--- src/rtl/serdes_pkg.sv ---
// Shared types and sizing helpers for the serial deserializer slice.
// Latency: n/a (declarations only).
// Backpressure: n/a.
package serdes_pkg;

    // Width of a bit counter that indexes 0..width-1 inside one word.
    function automatic int cnt_width(input int width);
        return (width <= 2) ? 1 : $clog2(width);
    endfunction

    // Occupancy of the single-entry output buffer.
    typedef enum logic [0:0] {
        BUF_EMPTY = 1'b0,
        BUF_FULL  = 1'b1
    } buf_state_t;

endpackage : serdes_pkg

--- src/rtl/sipo_shift_stage.sv ---
// Serial-in/parallel-out shift stage: assembles WIDTH serial bits into a word.
// Latency: word_o/done_o are combinational on the completing bit (same cycle).
// Backpressure: none; the stage always accepts a bit, the consumer decides to keep or drop it.
module sipo_shift_stage
    import serdes_pkg::*;
#(
    parameter int WIDTH     = 4,
    parameter bit LSB_FIRST = 1'b1
) (
    input  logic             clock,
    input  logic             reset,
    input  logic             sync_i,
    input  logic             sin_valid_i,
    input  logic             sin_data_i,
    output logic [WIDTH-1:0] word_o,
    output logic             done_o
);

    localparam int CW = cnt_width(WIDTH);
    localparam logic [CW-1:0] LAST_CNT = CW'(WIDTH - 1);

    logic [WIDTH-1:0] shreg_q, shreg_d;
    logic [CW-1:0]    cnt_q, cnt_d;
    logic [WIDTH-1:0] base;
    logic [WIDTH-1:0] shifted;

    // Shift the incoming bit in; a sync restarts from an empty word so the bit becomes bit 0.
    always_comb begin
        base = sync_i ? '0 : shreg_q;
        if (LSB_FIRST) begin
            shifted = {sin_data_i, base[WIDTH-1:1]};
        end else begin
            shifted = {base[WIDTH-2:0], sin_data_i};
        end
    end

    // Next-state for the partial word and bit counter; sync beats completion.
    always_comb begin
        shreg_d = shreg_q;
        cnt_d   = cnt_q;
        done_o  = 1'b0;
        if (sync_i) begin
            shreg_d = sin_valid_i ? shifted : '0;
            cnt_d   = sin_valid_i ? CW'(1) : '0;
        end else if (sin_valid_i) begin
            if (cnt_q == LAST_CNT) begin
                shreg_d = '0;
                cnt_d   = '0;
                done_o  = 1'b1;
            end else begin
                shreg_d = shifted;
                cnt_d   = cnt_q + CW'(1);
            end
        end
    end

    // The completed word is the stored bits plus the bit arriving now.
    assign word_o = shifted;

    // Partial-word state; reset discards any half-received word.
    always_ff @(posedge clock or posedge reset) begin
        if (reset) begin
            shreg_q <= '0;
            cnt_q   <= '0;
        end else begin
            shreg_q <= shreg_d;
            cnt_q   <= cnt_d;
        end
    end

endmodule : sipo_shift_stage

--- src/rtl/serial_deserializer.sv ---
// Serial-to-parallel receiver with a one-word output buffer and valid/ready handshake.
// Latency: dout_valid rises one cycle after the last bit of a word.
// Backpressure: a word completing while the buffer is full and not drained is dropped; overrun pulses.
module serial_deserializer
    import serdes_pkg::*;
#(
    parameter int WIDTH     = 4,
    parameter bit LSB_FIRST = 1'b1
) (
    input  logic             clock,
    input  logic             reset,
    input  logic             sync,
    input  logic             sin_valid,
    input  logic             sin_data,
    output logic [WIDTH-1:0] dout,
    output logic             dout_valid,
    input  logic             dout_ready,
    output logic             overrun
);

    logic [WIDTH-1:0] word;
    logic             done;

    buf_state_t       state_q, state_d;
    logic [WIDTH-1:0] dout_q, dout_d;
    logic             overrun_q, overrun_d;

    sipo_shift_stage #(
        .WIDTH     (WIDTH),
        .LSB_FIRST (LSB_FIRST)
    ) u_shift (
        .clock       (clock),
        .reset       (reset),
        .sync_i      (sync),
        .sin_valid_i (sin_valid),
        .sin_data_i  (sin_data),
        .word_o      (word),
        .done_o      (done)
    );

    // Output buffer FSM: a drain and a completion in the same cycle swap words without a bubble.
    always_comb begin
        state_d   = state_q;
        dout_d    = dout_q;
        overrun_d = 1'b0;
        case (state_q)
            BUF_EMPTY: begin
                if (done) begin
                    dout_d  = word;
                    state_d = BUF_FULL;
                end
            end
            BUF_FULL: begin
                if (done && dout_ready) begin
                    dout_d = word;
                end else if (done) begin
                    overrun_d = 1'b1;
                end else if (dout_ready) begin
                    state_d = BUF_EMPTY;
                end
            end
            default: begin
                state_d = BUF_EMPTY;
            end
        endcase
    end

    // Buffer registers; reset clears them asynchronously so dout_valid drops at once.
    always_ff @(posedge clock or posedge reset) begin
        if (reset) begin
            state_q   <= BUF_EMPTY;
            dout_q    <= '0;
            overrun_q <= 1'b0;
        end else begin
            state_q   <= state_d;
            dout_q    <= dout_d;
            overrun_q <= overrun_d;
        end
    end

    assign dout       = dout_q;
    assign dout_valid = (state_q == BUF_FULL);
    assign overrun    = overrun_q;

endmodule : serial_deserializer

--- config.mk ---
export PLATFORM = sky130hd
export DESIGN_NAME = serial_deserializer
export DESIGN_NICKNAME = d
export VERILOG_FILES = /design/src/rtl/serdes_pkg.sv /design/src/rtl/sipo_shift_stage.sv /design/src/rtl/serial_deserializer.sv
export SDC_FILE = /design/constraint.sdc
export NUM_CORES = 1
export LEC_CHECK = 0
export ABC_CLOCK_PERIOD_IN_PS = 1730
export CORE_AREA = 2 2 39 41
export DETAILED_ROUTE_END_ITERATION = 8
export DIE_AREA = 0 0 41 43
export PLACE_DENSITY = 0.72
export SYNTH_ARGS = -nofsm -noshare
export SYNTH_HDL_FRONTEND = slang
export SYNTH_SLANG_ARGS = --single-unit
--- constraint.sdc ---
create_clock -name clock -period 1.73 [get_ports clock]
set_clock_uncertainty 0.1 [all_clocks]
set_input_delay 0.2595 -clock clock [delete_from_list [all_inputs] [get_ports clock]]
set_output_delay 0.2595 -clock clock [all_outputs]
set_load 0.01 [all_outputs]
==> results_dict.tcl <==
set metrics [dict create \
    outcome "finished clean" \
    floorplan.io_pins 12 \
    groute.layer.met1.usage_pct 14.0 \
    timing.max_cap.violations 0 \
    dieHeight_um 43 \
    power.leakage_nw 0.331 \
    route.final.wire_length_um 890 \
    use_met2_pct 20.6 \
    wire_per_inst_um 11.9 \
    synth.avg_cell_area_um2 11.7 \
    grt.total_usage_pct 13.7 \
    antenna_cells_inserted 0 \
    area.growth.synth_to_final_pct 29.7 \
    path_clk_slew_ns 0.07 \
    fillers 131 \
    drive_above_1_share_pct 16.9 \
    hold_path.class "in -> async" \
    netlist_cell_types 17 \
    via_count 354 \
    grt_use_met3_pct 3.14 \
    dpl.hpwl_um 661 \
    mappedNetlistNets 51 \
    placed_cells_incl_taps 71 \
    mapped_cells 44 \
    worst_case_register_to_register_setup_slack_ns 0.20 \
    timing.critical_path.arrival_ns 1.58 \
    crit_required_ns 1.78 \
    drtPass1Iterations 3 \
    mappedNetlistArea_um2 514 \
    start_util_pct 37.2 \
    synth.yosys.seq_area_share_pct 53.5 \
    route.detailed.drc 0 \
    dieArea_um2 1760 \
    cts_buffers 3 \
    max_slew.worst_pin.slew_ns 0.418 \
    clk_latency_ns 0.27 \
    htree_levels 1 \
    finalSetupTns_ns 0 \
    grt_setup_unrepaired "no" \
    setup_violations 0 \
    cts.sink_count 11 \
    drv_slew 0 \
    post_cts.repair.setup_buffers 0 \
    critical_path_peak_fanout 5 \
    tritoncts "built" \
    core_region_area_um2 1380 \
    clock-root-buffer "sky130_fd_sc_hd__clkbuf_4" \
    grt_start_max_net_pins 12 \
    timing.setup.critical_path_class "reg -> reg" \
    cts.repair.resized 0 \
    layout_common_cells "sky130_fd_sc_hd__dfrtp_1 (11), sky130_fd_sc_hd__clkdlybuf4s50_1 (11), sky130_fd_sc_hd__nand2b_1 (5), sky130_fd_sc_hd__nor2_1 (4)" \
    power_per_cell_area_nw_per_um2 903 \
    ctsHoldBuffers 0 \
    final_nets 67 \
    finalCritPeriodShare_pct 88.4 \
    yosysWarnings 0 \
    grt_first_pass_wirelength_um 1490 \
    gp_congestion 0.606 \
    ys_seq_elements 11 \
    multiInputGateArea_um2 213 \
    overflow 0 \
    clk_path_buf_depth 2 \
    fp.dieW_um 41 \
    hold_violations 0 \
    via_count_of_the_first_global_routing_pass 369 \
    startpoint_type "register" \
    slew_headroom_pct 72.1 \
    io_buffer_count 11 \
    std_cell_rows 14 \
    critPathCaptureType "register" \
    antenna_found_initial 0 \
    postRouteAntennaNets 0 \
    vdd.ir_drop.worst_mv 0.376 \
    sequential_cell_area_um2 275 \
    final_critical_path_time_including_i_o_delays_and_setup_ns 1.53 \
    finalNonFillerCells 75 \
    top_usage_layer "met2" \
    drt-vias-per-instance 4.72 \
    drt_iter0_drc 3 \
    fmax_mhz 654 \
]
## kinds of logic (layout without fill, tap and decap cells)
group                      count (synthesis)  after routing  share of synthesized area (%)
AOI/OAI and AO/OA                          4              4                           3.89
adders and majority gates                  1              1                           2.43
buffers and inverters                      4             19                           5.11
DFF                                       11             11                           53.5
muxes                                      5              5                           10.5
and+or+nand+nor                           19             19                           24.6
## sequential cells by signal, summed over array words and instances (netlist names)
register / cells
dout: 4
u_shift.shreg_q: 3
u_shift.cnt_q: 2
dout_valid: 1
overrun: 1
## power by group
part / leakage (nW) / internal (mW) / total [mW] / switching (mW)
registers: 0.145 / 0.286 / 0.302 / 0.0156
clock network: 0.0150 / 0.0893 / 0.174 / 0.0846
logic: 0.171 / 0.0747 / 0.126 / 0.0516
total: 0.331 / 0.450 / 0.602 / 0.152
## worst paths after layout
kind,to,cells past startpoint,from
max in group asynchronous,u_shift.shreg_q[3],2,reset
worst max-delay path,dout[1],4,u_shift.cnt_q[0]
min in group clock,dout[0],1,dout[0]
worst min-delay path,dout[0],2,reset
worst min register to register,dout[0],1,dout[0]
worst max register to register,dout[1],4,u_shift.cnt_q[0]
## routing by layer
layer | wire length [µm] | up-vias
li1 | - | 176
met1 | 353 | 166
met2 | 463 | 8
met3 | 32 | 4
met4 | 40 | 0
met5 | 0 | -
## final cells by class
cell class | count | area share [%]
flip-flops and latches | 11 | 41.3
multi-input cells | 29 | 31.9
repair buffers | 13 | 18.8
clock buffers | 4 | 3.94
well taps | 16 | 3.00
inverters | 2 | 1.13
## Yosys cell counts
library cell,number,share of area (%)
sky130_fd_sc_hd__a21oi_1,2,1.9
sky130_fd_sc_hd__and2b_1,2,2.9
sky130_fd_sc_hd__buf_4,1,1.5
sky130_fd_sc_hd__buf_6,1,2.2
sky130_fd_sc_hd__dfrtp_1,11,54
sky130_fd_sc_hd__ha_1,1,2.4
sky130_fd_sc_hd__inv_1,2,1.5
sky130_fd_sc_hd__mux2_2,3,6.6
sky130_fd_sc_hd__mux2i_1,2,3.9
sky130_fd_sc_hd__nand2_1,3,2.2
sky130_fd_sc_hd__nand2b_1,5,6.1
sky130_fd_sc_hd__nand3_1,1,0.97
sky130_fd_sc_hd__nand3b_1,2,2.9
sky130_fd_sc_hd__nand3b_4,1,3.9
sky130_fd_sc_hd__nor2_1,4,2.9
sky130_fd_sc_hd__nor2b_4,1,2.7
sky130_fd_sc_hd__o21ai_0,2,1.9
## per-stage QoR
stage | worst slack [ns] | cell area (µm²) | utilization (%) | power (mW) | hold slack (ns)
2_1_floorplan | 0.326 | 514 | - | 0.369 | 0.0119
3_3_place_gp | 0.0938 | 641 | 46.3 | 0.433 | 0.393
3_5_place_dp | 0.0767 | 641 | 46.3 | 0.434 | 0.403
4_1_cts | 0.202 | 667 | 48.2 | 0.611 | 0.204
5_1_grt | 0.139 | 667 | 48.2 | 0.642 | 0.252
6_report | 0.200 | 667 | 48.2 | 0.602 | 0.184
## critical path, stage by stage, from the launching register on
cell                       delay, ns
sky130_fd_sc_hd__dfrtp_1        0.38
sky130_fd_sc_hd__ha_1           0.29
sky130_fd_sc_hd__nand3b_4       0.12
sky130_fd_sc_hd__nor2b_4        0.17
sky130_fd_sc_hd__mux2_2         0.35
Power figures use the tool's default switching activity.
